$ cat src/rtl/bpsk_phase_sequencer_if.sv
// Bit handshake between the bit source (framer/FIFO) and the BPSK phase sequencer.
// master: bit source, slave: sequencer.
interface bpsk_phase_sequencer_if;
  logic bit_in;
  logic bit_valid;
  logic bit_ready;

  modport master (
    output bit_in,
    output bit_valid,
    input  bit_ready
  );

  modport slave (
    input  bit_in,
    input  bit_valid,
    output bit_ready
  );
endinterface

$ cat src/rtl/bpsk_phase_sequencer.sv
// BPSK phase sequencer: steps the sine table index once every CLK_PER_SAMPLE clocks
// and adds a half-table (180 deg) offset while the current symbol bit is 1.
// One bit is taken per symbol of SINE_RESOLUTION*CYCLES_PER_BIT*CLK_PER_SAMPLE clocks.
// Optional macro BPSK_DIFF_ENC_EN: differential encoding, cur_bit = bit_in ^ prev_sym.
// SINE_RESOLUTION must be even and >= 2, CLK_PER_SAMPLE and CYCLES_PER_BIT >= 1.
//
// state | meaning
// IDLE  | no symbol in progress, phase held at 0, ready when en=1
// TX    | symbol in progress, index advancing, ready only on the symbol-end clock
module bpsk_phase_sequencer #(
  parameter int DATA_WIDTH      = 12,
  parameter int SINE_RESOLUTION = 20,
  parameter int CLK_PER_SAMPLE  = 4,
  parameter int CYCLES_PER_BIT  = 2
) (
  input  logic                      clk,
  input  logic                      rst,
  input  logic                      en,
  bpsk_phase_sequencer_if.slave     bit_bus,
  output logic [DATA_WIDTH-1:0]     phase,
  output logic                      sample_strobe,
  output logic                      symbol_start,
  output logic                      active,
  output logic                      underrun
);

  localparam int IDX_W = (SINE_RESOLUTION > 2) ? $clog2(SINE_RESOLUTION) : 1;
  localparam int DIV_W = (CLK_PER_SAMPLE > 2) ? $clog2(CLK_PER_SAMPLE) : 1;
  localparam int CAR_W = (CYCLES_PER_BIT > 2) ? $clog2(CYCLES_PER_BIT) : 1;

  localparam logic [IDX_W-1:0] IDX_LAST = IDX_W'(SINE_RESOLUTION - 1);
  localparam logic [DIV_W-1:0] DIV_LAST = DIV_W'(CLK_PER_SAMPLE - 1);
  localparam logic [CAR_W-1:0] CAR_LAST = CAR_W'(CYCLES_PER_BIT - 1);
  localparam logic [IDX_W:0]   HALF     = (IDX_W + 1)'(SINE_RESOLUTION / 2);
  localparam logic [IDX_W:0]   FULL     = (IDX_W + 1)'(SINE_RESOLUTION);

  typedef enum logic {
    IDLE = 1'b0,
    TX   = 1'b1
  } state_t;

  state_t           state;
  logic [DIV_W-1:0] div_cnt;
  logic [IDX_W-1:0] idx;
  logic [CAR_W-1:0] car_cnt;
  logic             cur_bit;
`ifdef BPSK_DIFF_ENC_EN
  logic             prev_sym;
`endif

  logic             tick;
  logic             sym_end;
  logic             ready_int;
  logic             xfer;
  logic             bit_eff;
  logic [IDX_W-1:0] idx_next;

  // Table index with the 180 deg offset applied, wrapped back into the table.
  function automatic logic [DATA_WIDTH-1:0] phase_of(input logic [IDX_W-1:0] i, input logic b);
    logic [IDX_W:0] s;
    s = {1'b0, i} + (b ? HALF : '0);
    if (s >= FULL) s = s - FULL;
    return DATA_WIDTH'(s);
  endfunction

  // Tick, symbol-end and handshake decode; ready is held low while rst is asserted
  // so a bit offered during reset is never consumed.
  always_comb begin
    tick      = (state == TX) && (div_cnt == DIV_LAST);
    sym_end   = tick && (idx == IDX_LAST) && (car_cnt == CAR_LAST);
    ready_int = !rst && en && ((state == IDLE) || sym_end);
    xfer      = ready_int && bit_bus.bit_valid;
    idx_next  = (idx == IDX_LAST) ? '0 : idx + IDX_W'(1);
`ifdef BPSK_DIFF_ENC_EN
    bit_eff   = bit_bus.bit_in ^ prev_sym;
`else
    bit_eff   = bit_bus.bit_in;
`endif
  end

  assign bit_bus.bit_ready = ready_int;

  // Sequencer FSM with registered phase and status pulses.
  always_ff @(posedge clk) begin
    if (rst) begin
      state         <= IDLE;
      div_cnt       <= '0;
      idx           <= '0;
      car_cnt       <= '0;
      cur_bit       <= 1'b0;
      phase         <= '0;
      sample_strobe <= 1'b0;
      symbol_start  <= 1'b0;
      active        <= 1'b0;
      underrun      <= 1'b0;
`ifdef BPSK_DIFF_ENC_EN
      prev_sym      <= 1'b0;
`endif
    end else begin
      sample_strobe <= 1'b0;
      symbol_start  <= 1'b0;
      underrun      <= 1'b0;
      case (state)
        IDLE: begin
          phase  <= '0;
          active <= 1'b0;
          if (xfer) begin
            state        <= TX;
            cur_bit      <= bit_eff;
`ifdef BPSK_DIFF_ENC_EN
            prev_sym     <= bit_eff;
`endif
            div_cnt      <= '0;
            idx          <= '0;
            car_cnt      <= '0;
            phase        <= phase_of('0, bit_eff);
            symbol_start <= 1'b1;
            active       <= 1'b1;
          end
        end
        TX: begin
          if (!tick) begin
            div_cnt <= div_cnt + DIV_W'(1);
          end else begin
            div_cnt       <= '0;
            sample_strobe <= 1'b1;
            if (sym_end) begin
              idx     <= '0;
              car_cnt <= '0;
              if (xfer) begin
                // Back-to-back symbol: no gap clock, next clock is index 0 of the new bit.
                cur_bit      <= bit_eff;
`ifdef BPSK_DIFF_ENC_EN
                prev_sym     <= bit_eff;
`endif
                phase        <= phase_of('0, bit_eff);
                symbol_start <= 1'b1;
              end else begin
                state    <= IDLE;
                phase    <= '0;
                active   <= 1'b0;
                underrun <= en;
`ifdef BPSK_DIFF_ENC_EN
                prev_sym <= 1'b0;
`endif
              end
            end else begin
              idx   <= idx_next;
              phase <= phase_of(idx_next, cur_bit);
              if (idx == IDX_LAST) car_cnt <= car_cnt + CAR_W'(1);
            end
          end
        end
        default: state <= IDLE;
      endcase
    end
  end

endmodule

$ cat src/flat_wrapper.sv
// flat-port wrapper written by rule: the top's interface ports become plain ports
module bpsk_phase_sequencer_flat 
#(
  parameter int DATA_WIDTH      = 12,
  parameter int SINE_RESOLUTION = 20,
  parameter int CLK_PER_SAMPLE  = 4,
  parameter int CYCLES_PER_BIT  = 2
)
  (clk, rst, en, phase, sample_strobe, symbol_start, active, underrun, bit_bus_bit_in, bit_bus_bit_valid, bit_bus_bit_ready);
  bpsk_phase_sequencer_if bit_bus_i ();
  input  logic clk;
  input  logic rst;
  input  logic en;
  output logic [DATA_WIDTH-1:0] phase;
  output logic sample_strobe;
  output logic symbol_start;
  output logic active;
  output logic underrun;
  input wire logic [$bits(bit_bus_i.bit_in)-1:0] bit_bus_bit_in;
  input wire logic [$bits(bit_bus_i.bit_valid)-1:0] bit_bus_bit_valid;
  output wire logic [$bits(bit_bus_i.bit_ready)-1:0] bit_bus_bit_ready;
  assign bit_bus_i.bit_in = bit_bus_bit_in;
  assign bit_bus_i.bit_valid = bit_bus_bit_valid;
  assign bit_bus_bit_ready = bit_bus_i.bit_ready;
  bpsk_phase_sequencer #(.DATA_WIDTH(DATA_WIDTH), .SINE_RESOLUTION(SINE_RESOLUTION), .CLK_PER_SAMPLE(CLK_PER_SAMPLE), .CYCLES_PER_BIT(CYCLES_PER_BIT)) u_core (.clk(clk), .rst(rst), .en(en), .bit_bus(bit_bus_i), .phase(phase), .sample_strobe(sample_strobe), .symbol_start(symbol_start), .active(active), .underrun(underrun));
endmodule
$ cat config.mk
export PLATFORM = sky130hd
export DESIGN_NAME = bpsk_phase_sequencer_flat
export DESIGN_NICKNAME = d
export VERILOG_FILES = /design/src/rtl/bpsk_phase_sequencer_if.sv /design/src/rtl/bpsk_phase_sequencer.sv /design/src/flat_wrapper.sv
export SDC_FILE = /design/constraint.sdc
export NUM_CORES = 1
export LEC_CHECK = 0
export BUFFER_PORTS_ARGS = -buffer_cell sky130_fd_sc_hd__buf_2
export CORE_UTILIZATION = 37
export CTS_CLUSTER_SIZE = 14
export DETAILED_ROUTE_END_ITERATION = 8
export PLACE_DENSITY = 0.64
export SYNTH_ARGS = -nofsm -noshare
export SYNTH_HDL_FRONTEND = slang
export SYNTH_SLANG_ARGS = --single-unit
$ cat constraint.sdc
create_clock -name clk -period 6.1 [get_ports clk]
set_input_delay 1.22 -clock clk [delete_from_list [all_inputs] [get_ports clk]]
set_output_delay 1.22 -clock clk [all_outputs]
set_load 0.02 [all_outputs]
==> results by group <==
Routing
  • Residual DRC: 0
  • 1st-iter DRT viols: 40
  • Final ANT Viol Nets: 0
  • Final WL: 2590 µm
  • DRT Pass-1 Iters: 4
  • Average wire per standard cell: 11.9 µm
  • Vias per cell: 5.26
  • Vias post-DR: 1146

Final layout
  • Diode count: 0
  • Utilization after layout: 0.417
  • P&R area growth vs syn: 6.90%
  • Nets: 186
  • Post-Layout Cell Count: 218
  • Layout cells sized above 1: 0.180

Clock network
  • Hold Buf Count CTS: 0
  • Clock Pin Slew Worst Setup and Hold Paths: 0.10 ns
  • H-tree depth: 1
  • Post-CTS Setup Bufs: 0
  • Clk Latency, worst-skew pair: 0.30 ns
  • Sink Count: 20
  • Clock Tree Root: clkbuf_4
  • Longest Clk Path Bufs: 2
  • CTS resizes: 0
  • CTS tree: built
  • Total CTS buffers: 3

Synth
  • FFs w/ async S/R, synth: 0
  • Number of synthesized flops with an enable pin: 0
  • Post-Syn Area: 1320 µm²
  • Synth Area in Compound Gates: 0.252
  • Sequential fraction of the synthesis area: 0.302
  • Largest family of logic cells by synthesized area: simple AND/OR/NAND/NOR gates
  • Ys flop type: dfxtp_1
  • Top cell type's share of synthesized area: 0.302
  • Post-Syn Instances: 161
  • Post-Synth XOR/XNOR Area: 0.0132
  • Biggest area consumer among synthesized cells: dfxtp_1
  • Mapped Avg Cell Area: 8.22 µm²
  • Register bit total from synthesis: 20
  • Post-synth cell types: 51
  • Simple-gate share of the synthesized area: 0.268
  • Ys Warns: 0
  • Ranking of synthesized cells by area: dfxtp_1 (30%), ha_1 (6.6%), nor2_1 (6.2%), a21oi_1 (4.2%), a22oi_1 (3.4%)
  • Mux share of post-synthesis cell area: 0.0151
  • Post-Synth Adder-Cell Area: 0.0662

Floorplan
  • I/O pin total: 22
  • Die area: 3820 µm²
  • Die Width: 61.8 µm
  • Die H: 61.8 µm
  • Initial core utilization: 0.391
  • Core ar.: 3390 µm²
  • Row count: 21

GRT
  • Vias in the first global route: 963
  • Initial antenna violation count: 0
  • Largest net degree at the start of global routing: 16
  • Global-route wire length before repair: 4230 µm
  • GRT Util Overall: 0.150
  • Overflow after GRT: 0

Worst setup path
  • CP endpoint kind: flip-flop
  • CP Launch Type: flip-flop
  • Critical Path AT: 3.80 ns
  • Worst Setup Path Type: reg -> reg
  • Worst Path Required: 6.30 ns
  • CP max stage delay: 0.40 ns
  • Cell chain of the critical path: ha_1 -> nand4bb_1 -> and2_1 -> ha_1 -> ha_1 -> xnor2_1 -> ha_1 -> and2b_2 -> a22oi_1 -> and2_2 -> a311oi_4 -> nand3_1 -> a32o_1
  • Max FO, Critical Path: 10
  • Slowest stage cell, crit path: dfxtp_1
  • Largest delay share family, worst path: adder cells
  • CP bufs+invs: 0
  • CP most frequent cell: ha_1

Outcome
  • Outcome: finished, final reports clean

Power and ir drop
  • Switch share: 0.251
  • Maximum vdd drop: 0.132 mV
  • Clk pwr share: 0.279
  • Sequential share of power: 0.622
  • Pwr dens: 154 nW/µm²
  • Pleak: 0.000561 µW
  • Internal: 163 µW
  • Combinational power share: 0.099
  • Switch Pwr: 54.8 µW

Placement
  • Post-place setup slack: 2.55 ns
  • Placer Congestion: 0.812
  • Port Buffers: 15
  • Placed cells: 215
  • Dpl hpwl: 2040 µm

STA
  • Final Critical Period: 3.60 ns
  • Highest clock rate: 278 MHz
  • Final hold slack: 0.459 ns
  • Final Hold Fails: 0
  • Final worst slack: 2.50 ns
  • Slew Limit Fails: 0
  • Clock Skew: 0.000986 ns
  • Final setup fails: 0
  • Setup TNS: 0 ns
  • Post-route clock period utilization: 0.590
  • RSZ-0062 raised after global routing: no

Hold path
  • Hold WC Path Type: reg -> reg

Run
  • MaxCap Viol Count: 0
logic make-up after synthesis:
logic type,Yosys count
DFF,20
xor gates and xnor gates,2
buffers and inverters,18
other,1
and+or+nand+nor,66
AOI/OAI and AO/OA,45
muxes,2
adders and majority gates,7
power groups by stage:
stage          Clock, µW  Sequential (µW)  Combinational, µW
6_report            60.9              136               21.6
5_1_grt             69.7              136               24.3
4_1_cts             62.6              136               21.6
3_5_place_dp           0              139               21.5
3_3_place_gp           0              139               21.4
2_1_floorplan          0              139               18.5
registers in the layout, indices dropped and copies added (netlist names):
register and flops:
u_core.symbol_start 1, u_core.car_cnt 1, u_core.phase 6, u_core.active 1, u_core.underrun 1, u_core.div_cnt 2
u_core.sample_strobe 1, u_core.cur_bit 1, u_core.state 1, u_core.idx 5
metrics by stage:
| step | power, µW | instance area [µm²] |
|---|---|---|
| 3_5_place_dp | 160 | 1390 |
| 4_1_cts | 220 | 1420 |
| 3_3_place_gp | 160 | 1390 |
| 6_report | 218 | 1420 |
| 5_1_grt | 230 | 1420 |
| 2_1_floorplan | 157 | 1340 |
worst paths after layout:
check / start / to / slack [ns] / cells past startpoint
setup / recovery: u_core.idx[0] / u_core.phase[2] / 2.50 / 13
hold / removal: u_core.phase[5] / u_core.phase[5] / 0.46 / 2
setup reg to reg: u_core.idx[0] / u_core.phase[2] / 2.50 / 13
hold reg to reg: u_core.phase[5] / u_core.phase[5] / 0.46 / 2
cells in the mapped netlist (all sizes together) (2+ instances only):
| library cell | number |
|---|---|
| mux2i | 2 |
| xnor2 | 2 |
| o21ai | 9 |
| nor2b | 2 |
| nand2 | 12 |
| nor4 | 2 |
| and2b | 3 |
| a2111oi | 2 |
| clkbuf | 4 |
| buf | 8 |
| a21oi | 11 |
| dfxtp | 20 |
| nor2 | 22 |
| nand3 | 5 |
| a22oi | 6 |
| inv | 6 |
| ha | 7 |
| a21boi | 4 |
| or2b | 2 |
| nand2b | 4 |
| o32ai | 2 |
| and2 | 5 |
worst register-to-register path, cell delays in order, from the launching register on:
cell and delay (ns):
dfxtp_1 0.40, ha_1 0.26, nand4bb_1 0.17, and2_1 0.21, ha_1 0.27, ha_1 0.32
xnor2_1 0.30, ha_1 0.30, and2b_2 0.17, a22oi_1 0.13, and2_2 0.26, a311oi_4 0.33
nand3_1 0.13, a32o_1 0.26
per-layer routing:
metal | vias up | track usage | routed length [µm]
met3 | 5 | 0.0290 | 95
li1 | 595 | - | -
met4 | 0 | 0.0571 | 36
met5 | - | 0 | 0
met2 | 31 | 0.238 | 1220
met1 | 515 | 0.200 | 1230
placed cells by master, fill, tap and decap left out, drive strengths merged, types with 6 or more instances in the layout:
cell type / instances
a21oi: 11
a22oi: 6
buf: 15
conb: 6
dfxtp: 20
ha: 7
inv: 6
nand2: 12
nor2: 22
o21ai: 9
final cells by class:
class | count | area, µm²
sequential | 20 | 400
inverter | 6 | 22.5
timing repair buffer | 15 | 75.1
multi-input combinational | 128 | 837
fill | 348 | 1970
clock buffer | 3 | 22.5
tap | 46 | 57.6
No activity file was read; power rests on OpenSTA's default activity.
